<file path="src/rtl/matstore.sv">
// Result-matrix writer: stores a rows/cols header and row-major FP32 elements to vmem.
// Optional MATSTORE_CANON_NAN_EN canonicalises NaN elements and adds a sticky nan_seen flag.
module matstore #(
  parameter int ADDR_W = 32,
  parameter int DIM_W  = 16
) (
  input  logic              clk,
  input  logic              reset,
  input  logic              start,
  input  logic [ADDR_W-1:0] addr_c,
  input  logic [DIM_W-1:0]  rows,
  input  logic [DIM_W-1:0]  cols,
  input  logic              in_valid,
  input  logic [31:0]       in_data,
  output logic              in_ready,
  output logic              mem_we,
  output logic [ADDR_W-1:0] mem_addr,
  output logic [31:0]       mem_wd,
  output logic              busy,
`ifdef MATSTORE_CANON_NAN_EN
  output logic              nan_seen,
`endif
  output logic              done
);

  localparam int TOT_W = 2 * DIM_W;

  typedef enum logic [2:0] {
    IDLE  = 3'd0,
    HDR_R = 3'd1,
    HDR_C = 3'd2,
    DATA  = 3'd3,
    DONE  = 3'd4
  } state_t;

  state_t             state_reg, state_next;
  logic [ADDR_W-1:0]  base_reg;
  logic [DIM_W-1:0]   rows_reg;
  logic [DIM_W-1:0]   cols_reg;
  logic [TOT_W-1:0]   total_reg;
  logic [TOT_W-1:0]   idx_reg;

  logic               start_acc;
  logic               data_fire;
  logic               last_elem;
  logic [ADDR_W-1:0]  data_addr;
  logic [31:0]        elem_wd;

  assign start_acc = (state_reg == IDLE) && start;
  assign data_fire = (state_reg == DATA) && in_valid;
  assign last_elem = (idx_reg == total_reg - TOT_W'(1));
  // Element address: base + 8 + 4*idx, wrapping silently at 2^ADDR_W.
  assign data_addr = base_reg + ADDR_W'(8) + (ADDR_W'(idx_reg) << 2);

`ifdef MATSTORE_CANON_NAN_EN
  logic in_is_nan;
  logic nan_seen_reg;

  assign in_is_nan = (in_data[30:23] == 8'hFF) && (in_data[22:0] != 23'd0);
  assign elem_wd   = in_is_nan ? 32'h7FC0_0000 : in_data;
  assign nan_seen  = nan_seen_reg;

  always_ff @(posedge clk or negedge reset) begin
    if (!reset) begin
      nan_seen_reg <= 1'b0;
    end else if (start_acc) begin
      nan_seen_reg <= 1'b0;
    end else if (data_fire && in_is_nan) begin
      nan_seen_reg <= 1'b1;
    end
  end
`else
  assign elem_wd = in_data;
`endif

  always_ff @(posedge clk or negedge reset) begin
    if (!reset) begin
      state_reg <= IDLE;
    end else begin
      state_reg <= state_next;
    end
  end

  always_ff @(posedge clk or negedge reset) begin
    if (!reset) begin
      base_reg  <= '0;
      rows_reg  <= '0;
      cols_reg  <= '0;
      total_reg <= '0;
      idx_reg   <= '0;
    end else if (start_acc) begin
      base_reg  <= addr_c;
      rows_reg  <= rows;
      cols_reg  <= cols;
      total_reg <= TOT_W'(rows) * TOT_W'(cols);
      idx_reg   <= '0;
    end else if (data_fire) begin
      idx_reg   <= idx_reg + TOT_W'(1);
    end
  end

  always_comb begin
    state_next = state_reg;
    case (state_reg)
      IDLE:    if (start) state_next = HDR_R;
      HDR_R:   state_next = HDR_C;
      HDR_C:   state_next = (total_reg == '0) ? DONE : DATA;
      DATA:    if (in_valid && last_elem) state_next = DONE;
      DONE:    state_next = IDLE;
      default: state_next = IDLE;
    endcase
  end

  // Memory port is combinational so each write lands on the edge closing its cycle.
  always_comb begin
    in_ready = 1'b0;
    mem_we   = 1'b0;
    mem_addr = '0;
    mem_wd   = '0;
    busy     = (state_reg != IDLE);
    done     = 1'b0;
    case (state_reg)
      HDR_R: begin
        mem_we   = 1'b1;
        mem_addr = base_reg;
        mem_wd   = 32'(rows_reg);
      end
      HDR_C: begin
        mem_we   = 1'b1;
        mem_addr = base_reg + ADDR_W'(4);
        mem_wd   = 32'(cols_reg);
      end
      DATA: begin
        in_ready = 1'b1;
        if (in_valid) begin
          mem_we   = 1'b1;
          mem_addr = data_addr;
          mem_wd   = elem_wd;
        end
      end
      DONE: begin
        done = 1'b1;
      end
      default: begin
      end
    endcase
  end

endmodule

</file>
<file path="config.mk">
export PLATFORM = sky130hd
export DESIGN_NAME = matstore
export DESIGN_NICKNAME = d
export VERILOG_FILES = /design/src/rtl/matstore.sv
export SDC_FILE = /design/constraint.sdc
export NUM_CORES = 1
export LEC_CHECK = 0
export CAP_MARGIN = 25
export CORE_UTILIZATION = 35
export CTS_BUF_LIST = sky130_fd_sc_hd__clkbuf_4
export CTS_CLUSTER_SIZE = 16
export DETAILED_ROUTE_END_ITERATION = 16
export GPL_ROUTABILITY_DRIVEN = 0
export SETUP_SLACK_MARGIN = 0.1
export SLEW_MARGIN = 0
export SYNTH_ARGS = -nofsm -noshare
export SYNTH_HDL_FRONTEND = slang
export SYNTH_SLANG_ARGS = --single-unit
</file>
<file path="constraint.sdc">
create_clock -name clk -period 10.2 [get_ports clk]
set_input_delay 1.53 -clock clk [delete_from_list [all_inputs] [get_ports clk]]
set_output_delay 1.53 -clock clk [all_outputs]
set_load 0.1 [all_outputs]
</file>
==> out/qor.txt, run 1 <==
Status = finished clean
Clk root buf = clkbuf_4
Synth Area in Adders = 0.334
Synth Net Count = 2609
Site row count = 82
Ranking of synthesized cells by area = fa_1 (22%), dfrtp_1 (18%), ha_1 (12%)
Final hold vios = 0
Final period util = 0.732
Setup tns final = 0 ns
Final std cells w/o fill = 2928
Drt first pass iters = 9
Post_cts resized = 0
Fin nets = 2700
Crit path DAT = 5.94 ns
Clk pin slew, worst setup/hold paths = 0.14 ns
Compound-Gate Fraction of Synth Area = 0.116
CTS sink count = 131
PwrDens = 281 nW/um2
CP Launch Type = flop
Ys Warns = 0
Mapped Cells = 2150
Number of flops mapped to enable cells by yosys = 0
Vias per inst = 5.23
Number of routed nets with antenna violations = 0
Worst rel slew slack = 0.302
Area growth syn-to-layout = 13.8%
DP HPWL = 38500 um
CP max-delay cell = clkdlybuf4s50_1
Yosys cell types = 70
I/O Pins = 168
Clock Skew = 0.0306 ns
Layout Utilization = 0.404
Async set-reset flop share out of synthesis = 1.00
Post-Synth Simple-Gate Area = 0.221
XOR/XNOR share of the synthesized area = 0.0604
DP Cell Count = 2894
CTS hold repair buffers = 0
DRT iter0 DRCs = 780
Clk buf depth = 2
Largest family of logic cells by synthesized area = adder cells
CTS Buf Count = 17
Final setup viols = 0
Setup ws final = 2.73 ns
H-Tree Depth = 4
CORE AREA = 50200 um2
Die height = 228 um
Post-CTS Setup Inserts = 0
Unrepaired setup endpoints after global routing = no
Crit path kind = flop to output pin
Grt ovf = 0
FF+latch count, synth = 131
Initial Util = 0.355
Peak supply drop = 0.469 mV
Commonest cells after routing, fill and taps aside = nand2_1 (438), inv_1 (274), fa_1 (195)
Fin crit period = 7.47 ns
CTS tree = built
Yosys top cell by area = fa_1
Antenna violations before repair = 2
Area of the mapped netlist = 17800 um2
CP Capture Type = output pin
Data required time at the worst endpoint = 8.67 ns
DR WL/cell = 16.9 um
DIE AREA = 51800 um2
Crit path largest cell delay = 1.20 ns
Worst slew pin tran = 1.04 ns
# port buffers = 167
Avg Synthesized Cell Area = 8.29 um2
Pre-CTS WS = 2.02 ns
Highest clock rate = 134 MHz
Number of remaining DRC errors = 0
First-pass GRT wire length = 79300 um
Worst-Skew Late Latency = 0.75 ns
Sequential fraction of the synthesis area = 0.184
Largest net degree at the start of global routing = 93
Max-Cap Viols = 0
Die width = 228 um
Post-synthesis mux area share = 0.00393
Synth top area share = 0.219
Worst path cell trace = inv_1 > ha_1 > inv_1 > ha_1 > fa_1 > a211o_1 > o211ai_1 > a211oi_1 > or4_1 > a21oi_1 > o311ai_0 > o31ai_1 > xor2_1 > o221ai_1 > clkdlybuf4s50_1
DR vias = 15300
Fraction of layout cells with a size suffix above 1 = 0.0271
Total GRT Usage = 0.197
Commonest non-fill, non-tap cell in the layout = nand2_1
Final wirelength = 49500 um
Leak = 9.93 nW
Fin. max-slew vios = 0
Vias in the first global route = 15200
Hold Crit Class = flop to flop
Ys flop type = dfrtp_1
CP max FO = 5
==> path summary, 6_finish.rpt <==
kind,slack [ns],endpoint,startpoint,depth (start not counted)
setup / recovery,2.73,mem_addr[29],idx_reg[1]$_DFFE_PN0P_,15
hold / removal,0.50,cols_reg[1]$_DFFE_PN0P_,cols_reg[1]$_DFFE_PN0P_,2
setup reg to reg,6.48,idx_reg[30]$_DFFE_PN0P_,state_reg[2]$_DFFE_PN0P_,9
hold reg to reg,0.50,cols_reg[1]$_DFFE_PN0P_,cols_reg[1]$_DFFE_PN0P_,2
max in group asynchronous,8.11,base_reg[31]$_DFFE_PN0P_,reset,2
min in group asynchronous,0.82,base_reg[24]$_DFFE_PN0P_,reset,1
==> critical path: cells and delay by family, from the launching register on <==
kind            cells  cell delay (ns)
buf+inv             3             1.30
xor+xnor            1             0.12
flops               1             0.46
compound gates      7             1.83
fa+ha+maj           3             0.96
simple gates        1             0.55
==> power by group <==
group / leakage (nW) / internal [mW] / switching [mW]
Sequential: 1.67 / 0.619 / 0.164
Combinational: 8.11 / 1.82 / 2.72
Clock: 0.141 / 0.126 / 0.253
==> stage by stage <==
stage	hold slack, ns	area, um2	power (mW)
2_1_floorplan	0.437	17800	4.27
3_3_place_gp	0.452	20000	5.28
3_5_place_dp	0.464	20000	5.34
4_1_cts	0.497	20300	5.76
5_1_grt	0.515	20300	6.34
6_report	0.496	20300	5.70
==> layout make-up <==
cell class / count / area (um2)
Fill cell: 5091 / 29900
Multi-Input combinational cell: 1642 / 13100
Sequential cell: 131 / 3280
Timing Repair Buffer: 175 / 1730
Inverter: 274 / 1030
Tap cell: 672 / 841
Clock buffer: 18 / 135
Clock inverter: 13 / 128
Antenna cell: 3 / 7.51
==> kinds of logic (layout without fill, tap and decap cells) <==
logic type,Yosys count,count (layout)
compound gates,319,319
xor+xnor,123,123
mux,7,7
fa+ha+maj,359,359
other cells,0,3
buf+inv,377,480
simple gates,834,834
flops,131,131
==> cell usage after synthesis, drive strengths merged (13+ instances only) <==
master,n
a21oi,71
ha,164
nor2b,13
a222oi,18
a31oi,15
nand2,439
dfrtp,131
nor3,26
xor2,62
xnor2,61
inv,274
fa,195
a21o,28
nor2,72
and3,24
o21ai,94
and2,133
clkbuf,94
nand4,19
nand3,40
==> layer usage <==
layer / global-route usage / part of all wire / vias to the layer above
li1: - / - / 7202
met1: 0.247 / 0.43 / 7624
met2: 0.344 / 0.50 / 432
met3: 0.0310 / 0.053 / 68
met4: 0.0628 / 0.021 / 0
met5: 0 / 0 / -
No activity file was read; power rests on OpenSTA's default activity.
==> inputs of run 2 (changes only) <==
clock period = 7.08 ns   (was 10.2 ns; I/O delays follow)
==> out/qor.txt, run 2 (synthesis results as in run 1) <==
DP Cell Count = 2977 (was 2894)
Fraction of layout cells with a size suffix above 1 = 0.0637 (was 0.0271)
Data required time at the worst endpoint = 6.02 ns (was 8.67 ns)
Vias in the first global route = 15500 (was 15200)
Area growth syn-to-layout = 18.5% (was 13.8%)
Hold Crit Class = input pin to asynchronous set/reset pin (was flop to flop)
Crit path DAT = 5.56 ns (was 5.94 ns)
Largest net degree at the start of global routing = 72 (was 93)
Max-Cap Viols = 0 (unchanged)
Crit path largest cell delay = 1.17 ns (was 1.20 ns)
CP max-delay cell = clkdlybuf4s50_1 (unchanged)
Fill cells = 5007 (was 5091)
Worst rel slew slack = 0.299 (was 0.302)
Final wirelength = 49200 um (was 49500 um)
DRT iter0 DRCs = 1005 (was 780)
Logic pwr share = 0.803 (was 0.796)
Fin. max-slew vios = 0 (unchanged)
Clk pin slew, worst setup/hold paths = 0.15 ns (was 0.14 ns)
CP Capture Type = output pin (unchanged)
Fin nets = 2784 (was 2700)
DP HPWL = 39200 um (was 38500 um)
Final period util = 0.936
Clk root buf = clkbuf_4 (unchanged)
# port buffers = 167 (unchanged)
Worst reg2reg path startpoint = total_reg[0]$_DFFE_PN0P_ (was state_reg[2]$_DFFE_PN0P_)
Final std cells w/o fill = 3016 (was 2928)
I/O Pins = 168 (unchanged)
CTS Buf Count = 17 (unchanged)
Fin crit period = 6.63 ns
Setup tns final = 0 ns (unchanged)
Final Cell Area = 21100 um2 (was 20300 um2)
CP max FO = 8 (was 5)
Setup ws final = 0.455 ns (was 2.73 ns)
Die height = 228 um (unchanged)
Final setup viols = 0 (unchanged)
Commonest non-fill, non-tap cell in the layout = nand2_1 (unchanged)
DR vias = 15500 (was 15300)
Grt ovf = 0 (unchanged)
PwrDens = 417 nW/um2 (was 281 nW/um2)
Clock Skew = 0.0274 ns (was 0.0306 ns)
Worst slew pin tran = 1.04 ns (about the same)
Sw frac = 0.514 (was 0.550)
H-Tree Depth = 4 (unchanged)
Top cell family by delay on the critical path = compound AO/OA/AOI/OAI gates (unchanged)
Hold slack = 0.292 ns (was 0.496 ns)
CORE AREA = 50200 um2 (unchanged)
Number of remaining DRC errors = 0 (unchanged)
Layout Utilization = 0.421 (was 0.404)
Total GRT Usage = 0.197 (about the same)
Most used cell, CP = ha_1
Worst path cell trace = ha_1 > ha_1 > a21oi_1 > o22ai_1 > o41ai_1 > o21ai_0 > a2111oi_0 > o41a_1 > or4_1 > nand3_1 > clkdlybuf4s50_1 (was inv_1 > ha_1 > inv_1 > ha_1 > fa_1 > a211o_1 > o211ai_1 > a211oi_1 > or4_1 > a21oi_1 > o311ai_0 > o31ai_1 > xor2_1 > o221ai_1 > clkdlybuf4s50_1)
Reg2Reg Depth = 11 (was 9)
CTS sink count = 131 (unchanged)
Pint = 4.28 mW (was 2.56 mW)
Clk buf depth = 2 (unchanged)
Total power = 8.80 mW (was 5.70 mW)
Vias per inst = 5.13 (was 5.23)
Drt first pass iters = 7 (was 9)
Leak = 10.4 nW (was 9.93 nW)
Initial Util = 0.355 (unchanged)
P_sw = 4.52 mW (was 3.14 mW)
Die width = 228 um (unchanged)
CTS tree = built (unchanged)
Pre-CTS WS = -0.219 ns (was 2.02 ns)
Proportion of power drawn by the clock network = 0.069 (was 0.066)
Peak supply drop = 0.566 mV (was 0.469 mV)
Site row count = 82 (unchanged)
Final hold vios = 0 (unchanged)
DIE AREA = 51800 um2 (unchanged)
CP Launch Type = flop (unchanged)
Commonest cells after routing, fill and taps aside = nand2_1 (438), inv_1 (274), fa_1 (195) (unchanged)
First-pass GRT wire length = 79700 um (was 79300 um)
Reg power frac = 0.128 (was 0.137)
Highest clock rate = 151 MHz
Unrepaired setup endpoints after global routing = no (unchanged)
Multi-input logic area = 13100 um2 (unchanged)
Seq. cell area = 3280 um2 (unchanged)
Antenna violations before repair = 2 (unchanged)
Number of routed nets with antenna violations = 0 (unchanged)
DR WL/cell = 16.3 um (was 16.9 um)
Reg2Reg Capture Point = state_reg[2]$_DFFE_PN0P_ (was idx_reg[30]$_DFFE_PN0P_)
WP buf/inv = 1 (was 3)
Status = finished clean (unchanged)
Worst-Skew Late Latency = 0.76 ns (was 0.75 ns)
Setup slack, reg-to-reg = 3.36 ns (was 6.48 ns)
CTS hold repair buffers = 0 (unchanged)
Placed standard-cell area = 20800 um2 (was 20000 um2)
Crit path kind = flop to output pin (unchanged)
## run 2: how the worst max path moves through the flow
stage                                     end  cells after the start               startpoint
floorplan           total_reg[30]$_DFFE_PN0P_                     23                  cols[7]
finish                           mem_addr[30]                     11  base_reg[6]$_DFFE_PN0P_
detailed placement  total_reg[30]$_DFFE_PN0P_                     21                  cols[4]
global route                     mem_addr[30]                     11  base_reg[6]$_DFFE_PN0P_
CTS                              mem_addr[26]                     11  base_reg[4]$_DFFE_PN0P_
global placement    total_reg[30]$_DFFE_PN0P_                     21                  cols[4]
## run 2: what timing repair did
action / in CTS / in global routing
setup endpoints to repair: 0 / 1
resized for setup: 0 / 1
setup buffers: 0 / 0
## run 2: area by class of cell
class                      count  share of cell area
inverter                     274              0.0487
multi-input combinational   1642               0.621
clock buffer                  21             0.00746
antenna                        6            0.000711
sequential                   131               0.155
tap                          672              0.0398
timing repair buffer         259               0.120
clock inverter                11             0.00717
## run 2: power by group through the flow
| stage | registers, mW | logic, mW | clock network, mW |
|---|---|---|---|
| floorplan | 1.04 | 5.12 | 0 |
| global placement | 1.13 | 7.06 | 0 |
| detailed placement | 1.14 | 7.09 | 0 |
| CTS | 1.12 | 7.15 | 0.628 |
| global route | 1.15 | 7.99 | 0.663 |
| finish | 1.13 | 7.06 | 0.608 |
## run 2: worst register-to-register path, cell delays in order (launching register included)
cell      delay, ns
dfrtp_1        0.44
inv_1          0.08
ha_1           0.20
or4b_2         0.71
nor4_1         0.37
xnor2_1        0.16
nand3_1        0.14
or3_1          0.37
or4_1          0.41
or4_1          0.43
nor4_2         0.18
a2bb2o_1       0.18
## run 2: layer usage
layer  part of all wire  track usage
met1               0.44        0.249
met2               0.49        0.335
met3              0.056       0.0396
met4              0.019       0.0613
met5                  0            0
==> inputs of run 3 (changes only) <==
CORE_MARGIN = 1   (was not set)
CTS_BUF_LIST = not set   (was sky130_fd_sc_hd__clkbuf_4)
==> out/qor.txt, run 3 (synthesis results as in run 1) <==
Die height = 228 um (unchanged)
DP Cell Count = 2977 (unchanged)
Die width = 228 um (unchanged)
Hold Crit Class = flop to flop (was input pin to asynchronous set/reset pin)
Antenna violations before repair = 0 (was 2)
Logic pwr share = 0.774 (was 0.803)
Number of routed nets with antenna violations = 0 (unchanged)
Clock Skew = 0.0131 ns (was 0.0274 ns)
Largest net degree at the start of global routing = 72 (unchanged)
Final std cells w/o fill = 3010 (was 3016)
Vias in the first global route = 15600 (was 15500)
Met3 wire len = 2720 um (was 2760 um)
Post_cts resized = 0 (unchanged)
Unrepaired setup endpoints after global routing = no (unchanged)
Fin crit period = 6.63 ns (about the same)
Final hold vios = 0 (unchanged)
Final wirelength = 49300 um (was 49200 um)
CTS hold repair buffers = 0 (unchanged)
Peak supply drop = 0.649 mV (was 0.566 mV)
Layout Utilization = 0.427 (was 0.421)
I/O Pins = 168 (unchanged)
DRT iter0 DRCs = 1010 (was 1005)
Reg power frac = 0.123 (was 0.128)
Pint = 4.60 mW (was 4.28 mW)
DR vias = 15500 (about the same)
ANT cells = 0 (was 6)
Clk pin slew, worst setup/hold paths = 0.06 ns (was 0.15 ns)
Leak = 10.6 nW (was 10.4 nW)
Worst rel slew slack = 0.312 (was 0.299)
Status = finished clean (unchanged)
Worst slew pin tran = 1.02 ns (was 1.04 ns)
Sw frac = 0.499 (was 0.514)
Area growth syn-to-layout = 20.2% (was 18.5%)
Initial Util = 0.355 (unchanged)
CTS sink count = 131 (unchanged)
Final setup viols = 0 (unchanged)
DP HPWL = 39200 um (unchanged)
Data required time at the worst endpoint = 7.40 ns (was 6.02 ns)
First-pass GRT wire length = 80000 um (was 79700 um)
H-Tree Depth = 4 (unchanged)
# port buffers = 167 (unchanged)
Vias per inst = 5.15 (was 5.13)
Fin nets = 2784 (unchanged)
Max-Cap Viols = 0 (unchanged)
Drt first pass iters = 5 (was 7)
CP Launch Type = input pin (was flop)
Clk buf depth = 2 (unchanged)
Commonest non-fill, non-tap cell in the layout = nand2_1 (unchanged)
CTS Buf Count = 17 (unchanged)
DR WL/cell = 16.4 um (was 16.3 um)
Fraction of layout cells with a size suffix above 1 = 0.0637 (unchanged)
Crit path DAT = 6.95 ns (was 5.56 ns)
M1 wire length = 21300 um (was 21400 um)
Grt ovf = 0 (unchanged)
Met2 Wirelength = 24200 um (was 24100 um)
CP max FO = 11 (was 8)
Proportion of power drawn by the clock network = 0.103 (was 0.069)
Clk root buf = clkbuf_16 (was clkbuf_4)
Final period util = 0.936 (about the same)
Post-CTS Setup Inserts = 0 (unchanged)
Site row count = 82 (unchanged)
Crit path kind = input pin to flop (was flop to output pin)
Number of remaining DRC errors = 0 (unchanged)
Total GRT Usage = 0.197 (about the same)
Commonest cells after routing, fill and taps aside = nand2_1 (438), inv_1 (274), fa_1 (195) (unchanged)
Hold slack = 0.475 ns (was 0.292 ns)
CP Capture Type = flop (was output pin)
PwrDens = 429 nW/um2 (was 417 nW/um2)
CTS tree = built (unchanged)
Max Used Layer = met4 (unchanged)
Fill cells = 4964 (was 5007)
P_sw = 4.59 mW (was 4.52 mW)
Setup tns final = 0 ns (unchanged)
DIE AREA = 51800 um2 (unchanged)
CORE AREA = 50200 um2 (unchanged)
Worst-Skew Late Latency = 0.49 ns (was 0.76 ns)
Fin. max-slew vios = 0 (unchanged)
Highest clock rate = 151 MHz (about the same)
run 3: stage by stage:
| step | total power [mW] | worst slack, ns | area [um2] |
|---|---|---|---|
| floorplan | 6.16 | 0.345 | 17800 |
| global placement | 8.19 | -0.0244 | 20800 |
| detailed placement | 8.23 | -0.219 | 20800 |
| CTS | 9.25 | 0.275 | 21400 |
| global route | 10.2 | 0.111 | 21400 |
| finish | 9.20 | 0.452 | 21400 |
run 3: final timing paths:
kind                            slack, ns                      from                   endpoint  depth (start not counted)
max in group asynchronous            5.56                     reset  total_reg[16]$_DFFE_PN0P_                          3
worst max register to register       3.38  total_reg[0]$_DFFE_PN0P_   state_reg[2]$_DFFE_PN0P_                         11
worst min register to register       0.47   base_reg[1]$_DFFE_PN0P_    base_reg[1]$_DFFE_PN0P_                          2
worst max-delay path                 0.45                   cols[4]  total_reg[30]$_DFFE_PN0P_                         21
worst min-delay path                 0.47   base_reg[1]$_DFFE_PN0P_    base_reg[1]$_DFFE_PN0P_                          2
min in group asynchronous            0.57                     reset   base_reg[17]$_DFFE_PN0P_                          1
run 3: cell type report:
| class | instances | area [um2] | share of cell area |
|---|---|---|---|
| Clock inverter | 10 | 148 | 0.00689 |
| Timing Repair Buffer | 259 | 2520 | 0.118 |
| Sequential cell | 131 | 3280 | 0.153 |
| Multi-Input combinational cell | 1642 | 13100 | 0.614 |
| Tap cell | 672 | 841 | 0.0393 |
| Inverter | 274 | 1030 | 0.0480 |
| Clock buffer | 22 | 454 | 0.0212 |
run 3: worst max-delay path, cell delays in order:
cell             delay, ns
clkdlybuf4s50_1       0.39
buf_4                 0.17
and2_1                0.19
fa_1                  0.55
inv_1                 0.05
fa_1                  0.47
inv_1                 0.06
fa_1                  0.48
fa_1                  0.46
fa_1                  0.56
inv_1                 0.06
fa_1                  0.48
inv_1                 0.04
ha_1                  0.28
a211o_1               0.32
or3_1                 0.33
a211oi_2              0.33
o31ai_2               0.14
a311oi_2              0.27
xor2_1                0.17
o21ai_0               0.09
run 3: metal layers:
metal	GRT usage	up-vias
met5	0	-
met4	0.0723	0
met3	0.0345	64
met2	0.336	425
met1	0.249	7644
li1	-	7365
run 3: power groups by stage:
stage,combinational [mW],clock (mW),sequential [mW]
2_1_floorplan,5.12,0,1.04
3_3_place_gp,7.06,0,1.13
3_5_place_dp,7.09,0,1.14
4_1_cts,7.15,0.974,1.13
5_1_grt,8.04,0.998,1.16
6_report,7.12,0.944,1.13
